--- src/rtl/pm_pkg.sv ---
// Shared power-management encodings and constants used by the power-request
// controller and its neighbours.
package pm_pkg;

  typedef enum logic [1:0] {
    PM_ON        = 2'b00,
    PM_ENTER_OFF = 2'b01,
    PM_OFF       = 2'b10,
    PM_ENTER_ON  = 2'b11
  } pm_state_e;

  // The sequencer needs three cycles to propagate a p_flag change.
  localparam int PM_MIN_SETTLE = 3;

  // Counter width able to hold the larger of the two terminal counts.
  function automatic int pm_cnt_width(input int idle_cycles, input int settle_cycles);
    int m;
    m = (idle_cycles > settle_cycles) ? idle_cycles : settle_cycles;
    return (m < 2) ? 1 : $clog2(m + 1);
  endfunction

endpackage

--- src/rtl/pm_request_ctrl.sv ---
// Power-request controller: times an idle window, drops p_flag to request
// power-down, raises it on wake, and holds each level for a settle window.
module pm_request_ctrl
  import pm_pkg::*;
#(
  parameter int IDLE_CYCLES   = 8,
  parameter int SETTLE_CYCLES = 4
) (
  input  logic       CLK,
  input  logic       RST_N,
  input  logic       activity,
  input  logic       wake_req,
  input  logic       sleep_en,
  output logic       p_flag,
  output logic [1:0] pwr_state,
  output logic       sleep_ack,
  output logic       wake_ack
);

  localparam int CW = pm_cnt_width(IDLE_CYCLES, SETTLE_CYCLES);
  localparam logic [CW-1:0] IDLE_LAST   = CW'(IDLE_CYCLES - 1);
  localparam logic [CW-1:0] SETTLE_LAST = CW'(SETTLE_CYCLES - 1);

  generate
    if (SETTLE_CYCLES < PM_MIN_SETTLE) begin : g_bad_settle
      $error("pm_request_ctrl: SETTLE_CYCLES below sequencer minimum");
    end
    if (IDLE_CYCLES < 1) begin : g_bad_idle
      $error("pm_request_ctrl: IDLE_CYCLES must be at least 1");
    end
  endgenerate

  pm_state_e     state_q, state_d;
  logic [CW-1:0] cnt_q, cnt_d;
  logic          p_flag_q, p_flag_d;
  logic          sleep_ack_q, sleep_ack_d;
  logic          wake_ack_q, wake_ack_d;
  logic          wake_pend_q, wake_pend_d;

  logic idle;
  logic wake_cause;

  assign idle       = sleep_en & ~activity & ~wake_req;
  assign wake_cause = ~idle;

  always_comb begin
    state_d     = state_q;
    cnt_d       = cnt_q;
    p_flag_d    = p_flag_q;
    sleep_ack_d = 1'b0;
    wake_ack_d  = 1'b0;
    wake_pend_d = wake_pend_q;

    case (state_q)
      PM_ON: begin
        // Any non-idle sample, including one on the terminal count, restarts.
        if (!idle) begin
          cnt_d = '0;
        end else if (cnt_q == IDLE_LAST) begin
          state_d  = PM_ENTER_OFF;
          p_flag_d = 1'b0;
          cnt_d    = '0;
        end else begin
          cnt_d = cnt_q + CW'(1);
        end
      end

      PM_ENTER_OFF: begin
        // Power-down is never aborted; a wake cause is remembered instead.
        if (wake_cause) wake_pend_d = 1'b1;
        if (cnt_q == SETTLE_LAST) begin
          state_d     = PM_OFF;
          cnt_d       = '0;
          sleep_ack_d = 1'b1;
        end else begin
          cnt_d = cnt_q + CW'(1);
        end
      end

      PM_OFF: begin
        if (wake_pend_q || wake_cause) begin
          state_d     = PM_ENTER_ON;
          p_flag_d    = 1'b1;
          cnt_d       = '0;
          wake_pend_d = 1'b0;
        end
      end

      PM_ENTER_ON: begin
        if (cnt_q == SETTLE_LAST) begin
          state_d    = PM_ON;
          cnt_d      = '0;
          wake_ack_d = 1'b1;
        end else begin
          cnt_d = cnt_q + CW'(1);
        end
      end

      default: begin
        state_d  = PM_ON;
        cnt_d    = '0;
        p_flag_d = 1'b1;
      end
    endcase
  end

  always_ff @(posedge CLK or negedge RST_N) begin
    if (!RST_N) begin
      state_q     <= PM_ON;
      cnt_q       <= '0;
      p_flag_q    <= 1'b1;
      sleep_ack_q <= 1'b0;
      wake_ack_q  <= 1'b0;
      wake_pend_q <= 1'b0;
    end else begin
      state_q     <= state_d;
      cnt_q       <= cnt_d;
      p_flag_q    <= p_flag_d;
      sleep_ack_q <= sleep_ack_d;
      wake_ack_q  <= wake_ack_d;
      wake_pend_q <= wake_pend_d;
    end
  end

  assign p_flag    = p_flag_q;
  assign pwr_state = state_q;
  assign sleep_ack = sleep_ack_q;
  assign wake_ack  = wake_ack_q;

  a_acks_exclusive: assert property (@(posedge CLK) disable iff (!RST_N)
    !(sleep_ack_q && wake_ack_q));

  a_acks_single: assert property (@(posedge CLK) disable iff (!RST_N)
    (sleep_ack_q || wake_ack_q) |=> !(sleep_ack_q || wake_ack_q));

  // p_flag is low exactly while heading into or sitting in OFF.
  a_flag_matches_state: assert property (@(posedge CLK) disable iff (!RST_N)
    p_flag_q == ((state_q == PM_ON) || (state_q == PM_ENTER_ON)));

endmodule

--- config.mk ---
export PLATFORM = sky130hd
export DESIGN_NAME = pm_request_ctrl
export DESIGN_NICKNAME = d
export VERILOG_FILES = /design/src/rtl/pm_pkg.sv /design/src/rtl/pm_request_ctrl.sv
export SDC_FILE = /design/constraint.sdc
export NUM_CORES = 1
export LEC_CHECK = 0
export BUFFER_PORTS_ARGS = -buffer_cell sky130_fd_sc_hd__buf_2
export CAP_MARGIN = 15
export CORE_AREA = 2 2 39 41
export CTS_BUF_LIST = sky130_fd_sc_hd__clkbuf_16
export CTS_CLUSTER_SIZE = 24
export DETAILED_ROUTE_END_ITERATION = 10
export DIE_AREA = 0 0 41 43
export PLACE_DENSITY_LB_ADDON = 0.25
export SYNTH_ARGS = -nofsm -noshare
export SYNTH_HDL_FRONTEND = slang
export SYNTH_SLANG_ARGS = --single-unit
--- constraint.sdc ---
create_clock -name CLK -period 2 [get_ports CLK]
set_input_delay 0.1 -clock CLK [delete_from_list [all_inputs] [get_ports CLK]]
set_output_delay 0.1 -clock CLK [all_outputs]
set_load 0.01 [all_outputs]
==> results.py <==
metrics = {
    "routing": {
        "first_pass_iters": 3,
        "vias": 447,
        "ant_nets": 0,
        "drtIter0Drc": 6,
        "wirelength_mm": 1.063,
        "via_per_inst": 5.138,
        "wl_per_cell_um": 12.22,
        "drc": 0,
    },
    "grt": {
        "grt_max_degree": 11,
        "antenna_found_initial": 0,
        "grt_pass1_wl_mm": 1.787,
        "overflow": 0,
        "grt.total_usage": 0.1604,
        "grt_pass1_vias": 420,
    },
    "yosys": {
        "synth_seq_cells": 10,
        "synth_common_cells": "9 x dfrtp_1, 5 x ha_1",
        "yosysMostFrequentCell": "dfrtp_1",
        "synthTopCellsByArea": "dfrtp_1 37%, ha_1 10%, dfstp_2 4.3%",
        "syn_area_sq_um": 608.1,
        "synth_edf_count": 0,
        "syn_avg_cell_area_sq_um": 10.48,
        "synth_ff_type": "dfrtp_1",
        "syn_inst": 58,
        "synth_nets": 68,
        "synth_top_area_cell": "dfrtp_1",
        "synth-seq-area-share": 0.4136,
        "yosysUniqueCellTypes": 26,
        "synth_top_cell_area_share": 0.3704,
        "yosysWarnings": 0,
        "synthArstFlopShare": 1.000,
    },
    "worst_setup_path": {
        "critPathLaunchType": "flip-flop",
        "worstSetupPathType": "flip-flop to flip-flop",
        "crit_required_ns": 2.11,
        "path_cells": "ha_1 -> nor3b_2 -> nor2_1 -> a211oi_2 -> mux2_1",
        "end_kind": "flip-flop",
        "crit_family": "simple AND/OR/NAND/NOR gates",
        "crit_buf_inv": 0,
        "cp_max_fo": 4,
        "max_stage_delay_ns": 0.39,
        "slowest_stage": "dfrtp_1",
        "worstPathArrival_ns": 1.89,
    },
    "cts": {
        "cts.htree.levels": 1,
        "clk_pin_slew_worst_paths_ns": 0.04,
        "clk_path_buf_depth": 2,
        "clock_sinks": 10,
        "root_buffer": "clkbuf_16",
        "hold_buffers": 1,
        "cts-resized-gates": 0,
        "cts_tree": "yes",
        "clkLatencyLatePin_ns": 0.23,
        "postCtsSetupBuffers": 0,
        "numCtsBuffers": 3,
    },
    "power": {
        "switching_power_mw": 0.3682,
        "powerDensity_nw_per_um2": 1431,
        "clkPwrFrac": 0.326,
        "combinationalPowerShare": 0.363,
        "vdd.ir_drop.worst_uv": 1252,
        "power.internal_mw": 0.7057,
        "pwr-share-seq": 0.311,
        "total_leakage_power_nw": 0.3675,
        "power.share.switching": 0.3429,
    },
    "finish": {
        "syn_to_final_growth_pct": 23.46,
        "diodes": 0,
        "design_area_sq_um": 750.7,
        "fin_cells": 87,
        "fillCellCount": 122,
        "final_nets": 82,
        "drive_gt1_frac": 0.2676,
    },
    "sta": {
        "worstMarginPinSlew_ns": 0.4199,
        "finalSetupViolCount": 0,
        "min_period_ns": 1.782,
        "fin_crit_sh": 0.8908,
        "max_freq_ghz": 0.5613,
        "skew_ns": 0.003447,
        "setup_tns_ns": 0,
        "relSlewSlack": 0.7179,
        "final_hold_viol_count": 0,
        "drv_slew": 0,
        "rsz0062_at_grt": "false",
    },
    "floorplan": {
        "rows": 14,
        "start_util": 0.4394,
        "ios": 10,
        "coreArea_sq_um": 1384,
        "die_h_um": 43,
        "die_area_sq_um": 1763,
        "die_w_um": 41,
    },
    "placement": {
        "finalWeightedCongestion": 0.6892,
        "io_buffers": 9,
        "placed_cell_area_sq_um": 661.9,
        "dp_cells": 82,
        "dpl.hpwl_um": 779.9,
    },
    "run": {
        "maxCapViolations": 0,
    },
    "hold_path": {
        "hp-class": "input port to flip-flop",
    },
    "run_status": {
        "outcome": "complete, no violations",
    },
}
==> flip-flops by register name (all words and copies together), names as in the netlist <==
| register | count |
|---|---|
| cnt_q | 4 |
| p_flag | 1 |
| pwr_state | 2 |
| sleep_ack | 1 |
| wake_ack | 1 |
| wake_pend_q | 1 |
==> cell usage in the layout, fill, tap and decap left out, types with 2 or more instances in the layout <==
cell,n
buf_2,9
o21ai_1,2
nor2_1,4
nand3_1,3
o21ai_0,4
dfrtp_1,9
ha_1,5
a21oi_1,4
and2_1,2
clkbuf_16,3
mux2i_1,2
inv_1,4
nor3_1,2
nand2_1,4
==> stage by stage <==
stage / power [mW] / setup slack, ns / utilization / hold slack [ns]
floorplan: 0.6170 / 0.3520 / - / -0.1956
global placement: 0.7168 / 0.3498 / 0.4783 / -0.02512
detailed placement: 0.7222 / 0.3187 / 0.4783 / -0.02585
CTS: 1.085 / 0.2138 / 0.5425 / 0.2256
global route: 1.162 / 0.09017 / 0.5425 / 0.2634
finish: 1.074 / 0.2183 / 0.5425 / 0.2225
==> tightest hold or removal path: stages <==
cell	delay, ns
buf_2	0.11
nor3b_4	0.06
nand3_1	0.07
o21ai_0	0.07
==> routing by layer <==
layer	part of all wire	global-route usage	vias to the layer above
met5	0	0	-
met4	0	0.04000	0
met3	0.041	0.09424	0
met2	0.51	0.2469	6
met1	0.45	0.1837	207
li1	-	-	234
==> cell families (layout without fill, tap and decap cells) <==
group	after synthesis	in the layout	synth area share
DFF	10	10	0.4136
AOI/OAI and AO/OA	13	13	0.1523
adders and majority gates	5	5	0.1029
muxes	3	3	0.05144
and+or+nand+nor	22	22	0.2366
buffers and inverters	5	18	0.04320
==> final timing paths <==
kind | from | to | slack (ns) | cells after the start
min | wake_req | wake_pend_q$_DFFE_PN0P_ | 0.22 | 4
min reg2reg | cnt_q[1]$_DFFE_PN0P_ | cnt_q[1]$_DFFE_PN0P_ | 0.52 | 2
max | cnt_q[0]$_DFFE_PN0P_ | pwr_state[1]$_DFFE_PN0P_ | 0.22 | 5
max in group asynchronous | RST_N | p_flag$_DFFE_PN1P_ | 1.49 | 2
min in group asynchronous | RST_N | sleep_ack$_DFF_PN0_ | 0.25 | 2
max reg2reg | cnt_q[0]$_DFFE_PN0P_ | pwr_state[1]$_DFFE_PN0P_ | 0.22 | 5
==> area by class of cell <==
| cell class | count | area (sq um) | share of cell area |
|---|---|---|---|
| Multi-Input combinational cell | 43 | 330.3 | 0.4400 |
| Timing Repair Buffer | 10 | 55.05 | 0.07333 |
| Clock buffer | 3 | 75.07 | 0.1000 |
| Tap cell | 16 | 20.02 | 0.02667 |
| Sequential cell | 10 | 251.5 | 0.3350 |
| Clock inverter | 1 | 3.754 | 0.005000 |
| Inverter | 4 | 15.01 | 0.02000 |
==> power by group through the flow <==
| stage | Sequential (mW) | Combinational, mW | Clock, mW |
|---|---|---|---|
| CTS | 0.335 | 0.395 | 0.355 |
| global route | 0.342 | 0.451 | 0.368 |
| finish | 0.334 | 0.389 | 0.350 |
| floorplan | 0.343 | 0.274 | 0 |
| global placement | 0.333 | 0.384 | 0 |
| detailed placement | 0.336 | 0.386 | 0 |
No activity file was read; power rests on OpenSTA's default activity.
